--- config.mk ---
export PLATFORM = sky130hd
export DESIGN_NAME = usb_packet_buffer
export DESIGN_NICKNAME = d
export VERILOG_FILES = /design/src/rtl/usb_packet_buffer.sv
export SDC_FILE = /design/constraint.sdc
export NUM_CORES = 1
export LEC_CHECK = 0
export CORE_AREA = 2 2 213 215
export CTS_BUF_LIST = sky130_fd_sc_hd__clkbuf_8
export DETAILED_ROUTE_END_ITERATION = 8
export DIE_AREA = 0 0 215 217
export DONT_BUFFER_PORTS = 1
export MAX_ROUTING_LAYER = met4
export SLEW_MARGIN = 20
export SYNTH_ARGS = -nofsm -noshare
export SYNTH_HDL_FRONTEND = slang
export SYNTH_SLANG_ARGS = --single-unit
--- constraint.sdc ---
create_clock -name clk -period 5.6 [get_ports clk]
set_input_delay 1.12 -clock clk [delete_from_list [all_inputs] [get_ports clk]]
set_output_delay 1.12 -clock clk [all_outputs]
set_load 0.05 [all_outputs]
--- src/rtl/usb_packet_buffer.sv ---
// Single-packet circular FIFO shared by the AHB slave, USB RX decoder and USB TX encoder.
// Two push sources and two pop sinks share one store; occupancy is derived from wrap-bit pointers.
module usb_packet_buffer #(
  parameter int DATA_W = 8,
  parameter int DEPTH  = 64,
  parameter int ADDR_W = $clog2(DEPTH)
) (
  input  logic              clk,
  input  logic              n_rst,
  input  logic              clear,
  input  logic              flush,
  input  logic              store_tx_data,
  input  logic [DATA_W-1:0] tx_data,
  input  logic              store_rx_data,
  input  logic [DATA_W-1:0] rx_packet_data,
  input  logic              get_rx_data,
  output logic [DATA_W-1:0] rx_data,
  input  logic              get_tx_data,
  output logic [DATA_W-1:0] tx_packet_data,
  output logic [ADDR_W:0]   buffer_occupancy,
  output logic              full,
  output logic              empty,
  output logic              overflow,
  output logic              underflow,
  output logic              collision
);

  localparam logic [ADDR_W:0] PTR_ONE  = (ADDR_W+1)'(1);
  localparam logic [ADDR_W:0] FULL_OCC = (ADDR_W+1)'(DEPTH);

  logic [DATA_W-1:0] mem [DEPTH];
  logic [ADDR_W:0]   wptr, rptr;
  logic [DATA_W-1:0] push_data, head;
  logic              push_req, pop_req, push_ok, pop_ok, wipe;

  assign buffer_occupancy = wptr - rptr;
  assign full  = (buffer_occupancy == FULL_OCC);
  assign empty = (wptr == rptr);

  assign wipe      = clear | flush;
  assign push_req  = store_tx_data | store_rx_data;
  assign pop_req   = get_rx_data | get_tx_data;
  // AHB data wins a push collision; the RX word is dropped.
  assign push_data = store_tx_data ? tx_data : rx_packet_data;
  // A pop on empty never falls through, so a same-cycle push only needs a slot freed by a real pop.
  assign pop_ok    = pop_req & ~empty;
  assign push_ok   = push_req & (~full | pop_ok);
  assign head      = mem[rptr[ADDR_W-1:0]];

  // NOTE: the storage array has no reset; the pointers alone define which entries are valid,
  // which keeps the array mappable onto plain RAM.
  always_ff @(posedge clk) begin
    if (push_ok && !wipe) mem[wptr[ADDR_W-1:0]] <= push_data;
  end

  // NOTE: non-blocking assignments throughout, so the head read and the full-buffer
  // push/pop on the same slot both see pre-edge values.
  always_ff @(posedge clk or negedge n_rst) begin
    if (!n_rst) begin
      wptr           <= '0;
      rptr           <= '0;
      rx_data        <= '0;
      tx_packet_data <= '0;
      overflow       <= 1'b0;
      underflow      <= 1'b0;
      collision      <= 1'b0;
    end else if (wipe) begin
      wptr           <= '0;
      rptr           <= '0;
      rx_data        <= '0;
      tx_packet_data <= '0;
      overflow       <= 1'b0;
      underflow      <= 1'b0;
      collision      <= 1'b0;
    end else begin
      if (push_ok) wptr <= wptr + PTR_ONE;
      if (pop_ok) begin
        rptr <= rptr + PTR_ONE;
        if (get_rx_data) rx_data        <= head;
        if (get_tx_data) tx_packet_data <= head;
      end
      if (push_req && !push_ok) overflow  <= 1'b1;
      if (pop_req && empty)     underflow <= 1'b1;
      if ((store_tx_data && store_rx_data) || (get_rx_data && get_tx_data)) collision <= 1'b1;
    end
  end

endmodule

==> impl_metrics.py <==
metrics = {
    "route": {
        "num_vias": 11100,
        "drc_errors": 0,
        "drtIter0Drc": 1153,
        "dr.pass1.iters": 5,
        "antenna_left": 0,
        "wl_microns": 50400,
        "viasPerCell": 5.93,
        "wire_per_inst_microns": 26.9,
    },
    "final_layout": {
        "area_growth_pct": 10.0,
        "n_fill_cell": 3610,
        "fin_cells": 1872,
        "multi_input_area_sq_um": 5280,
        "drive_gt1_share_pct": 22.2,
        "num_antenna_cells": 0,
        "fin_nets": 1243,
        "ff_latch_area_sq_um": 16200,
    },
    "critical_path": {
        "worstSetupPathType": "reg2out",
        "critPathRequiredTime_ps": 4480,
        "path_max_fanout": 11,
        "r2r-start": "wptr[0]",
        "crit_family": "simple AND/OR/NAND/NOR gates",
        "crit_arrival_ps": 3650,
        "end_kind": "primary output",
        "r2r-end": "mem[43][0]",
        "crit_slowest_cell": "fa_1",
        "slowest_delay_ps": 640,
        "r2r_cells": 12,
        "cp_num_buf_inv": 2,
        "rrSetupSlack_ps": 1380,
        "crit_chain": "clkinv_1, ha_1, inv_1, fa_1, nor4_1, and3_1",
        "startpoint": "wptr[0]",
        "cp-start-kind": "flip-flop",
    },
    "sta": {
        "layout_min_cycle_time_ps": 4770,
        "hold_violations": 0,
        "worst_pin_slew_ps": 975,
        "setup-violations-final": 0,
        "fin_ws_ps": 830,
        "fmax_mhz": 210,
        "grt_setup_unrepaired": "false",
        "tns_ps": 0,
        "slew_viol_final": 0,
        "fin_skew_ps": 30.6,
        "slew_headroom_pct": 34.9,
        "fin_crit_sh_pct": 85.2,
    },
    "die": {
        "row_count": 78,
        "die_area_sq_um": 46700,
        "die_h_microns": 217,
        "core_area_sq_um": 44700,
        "num_io_pins": 52,
        "die_w_microns": 215,
        "initial_core_util_pct": 49.0,
    },
    "power": {
        "combinationalPowerShare_pct": 4.3,
        "clock_power_share_pct": 39.3,
        "power.share.switching_pct": 21.9,
        "ir_drop_v": 0.000147,
        "power_density_nw_per_um2": 334,
        "power_switching_uw": 1760,
        "p_seq_share_pct": 56.5,
        "intPower_uw": 6280,
        "power.leakage_uw": 0.00751,
    },
    "synth": {
        "ys_warn_count": 0,
        "yosysMostFrequentCell": "edfxtp_1",
        "synth_cell_type_count": 58,
        "synth_top_area_cell": "edfxtp_1",
        "synthFlopType": "edfxtp_1",
        "syn_area_sq_um": 21900,
        "synthCells": 1155,
        "seq_area_frac_synth_pct": 74.0,
        "synth-seq-cells": 545,
        "synth_edf_count": 512,
        "synth_area_leaders": "edfxtp_1 70%, mux4_2 10%, dfrtp_1 3.8%",
        "synth.avg_cell_area_sq_um": 18.9,
        "async_flop_share_pct": 6.06,
        "syn-num-nets": 1188,
        "ys_top_cells_by_count": "512 x edfxtp_1, 102 x nor2_1, 100 x mux4_2",
        "synth_top_area_share_pct": 70.3,
    },
    "clock_tree": {
        "cts-htree-levels": 3,
        "clkTransAtPathRegs_ps": 60,
        "clockBufferDepth": 3,
        "post_cts_buffers": 0,
        "cts_sinks": 545,
        "cts_tree": "done",
        "ctsHoldBuffers": 0,
        "cts_root_buffer": "clkbuf_8",
        "cts.repair.resized": 0,
        "cts_inserted_buffers": 84,
        "clock_latency_ps": 630,
    },
    "place": {
        "place_congestion": 0.867,
        "post-dp-hpwl_microns": 30300,
        "pre_cts_slack_ps": 1420,
        "dp.cells": 1724,
        "port_buffers": 0,
    },
    "status": {
        "outcome": "finished, final reports clean",
    },
    "worst_hold_path": {
        "hold_class": "in2async",
    },
    "global_routing": {
        "grt_max_degree": 108,
        "grt_pass1_vias": 11200,
        "grt_pass1_wl_microns": 74100,
        "grt_overflow": 0,
        "grt_use_total_pct": 22.6,
        "antenna_found_initial": 0,
    },
    "job": {
        "drv_cap": 0,
    },
}
[power groups by stage]
stage / combinational (uW) / clock (uW) / sequential [uW]
detailed placement: 350 / 0 / 4630
finish: 342 / 3160 / 4540
floorplan: 242 / 0 / 4620
global route: 368 / 3400 / 4540
CTS: 350 / 3220 / 4540
global placement: 344 / 0 / 4630
[routing by layer]
layer | wire (microns) | track usage, %
met5 | 0 | -
met2 | 24800 | 36.1
met4 | 1020 | 6.94
met3 | 3100 | 4.22
met1 | 21500 | 29.9
[logic make-up after synthesis]
logic type | synth area share (%)
DFF | 74.0
and+or+nand+nor | 4.13
muxes | 14.5
AOI/OAI and AO/OA | 4.40
buffers and inverters | 1.90
xor gates and xnor gates | 0.480
adders and majority gates | 0.549
[state kept, by name (all words and copies together), names as in the netlist]
name / flops
mem: 512
rx_data: 8
tx_packet_data: 8
rptr: 7
wptr: 7
collision: 1
overflow: 1
underflow: 1
[worst register-to-register path: stages (launching register included)]
cell and delay [ps]:
dfrtp_1 480, clkinv_1 180, ha_1 230, inv_1 70
fa_1 460, a211oi_2 240, nor2_1 90, xor2_1 130
buf_4 230, o221ai_2 140, and4_4 250, or4_1 680
nor2_1 660
[layout by cell type (no fill, tap or decap), types with 12 or more instances in the layout]
cell type	synthesis	layout
nand3_1	23	23
clkbuf_8	0	91
clkinv_2	0	12
edfxtp_1	512	512
o22ai_1	20	20
nand2_1	30	30
dfrtp_1	33	31
mux2i_1	56	56
mux4_2	100	100
nor2_1	102	100
clkinv_1	4	22
o221ai_1	20	20
a21oi_1	28	28
inv_1	6	29
a22oi_1	23	23
buf_4	6	26
mux2_2	32	32
[how the worst max path moves through the flow]
stage | cells after the start | slack (ps) | endpoint
after floorplan | 10 | 1110 | full
after global placement | 12 | 1420 | mem[43][0]
after detailed placement | 12 | 1420 | mem[43][0]
after CTS | 6 | 770 | full
after global routing | 6 | 570 | full
final | 6 | 830 | full
[layout make-up]
type,instances,area share [%]
Clock inverter,57,1.39
Multi-Input combinational cell,542,21.9
Clock buffer,91,5.20
Timing Repair Buffer,27,0.894
Inverter,10,0.156
Tap cell,600,3.12
Sequential cell,545,67.3
[through the flow]
stage               util, %  hold WS, ps  cell area (sq um)  total power [uW]
floorplan                 -          523              21900              4860
global placement       50.3          549              22500              4970
detailed placement     50.3          552              22500              4980
CTS                    53.9          128              24100              8110
global route           53.9          150              24100              8310
finish                 53.9          174              24100              8040
(Power assumes the default switching activity.)
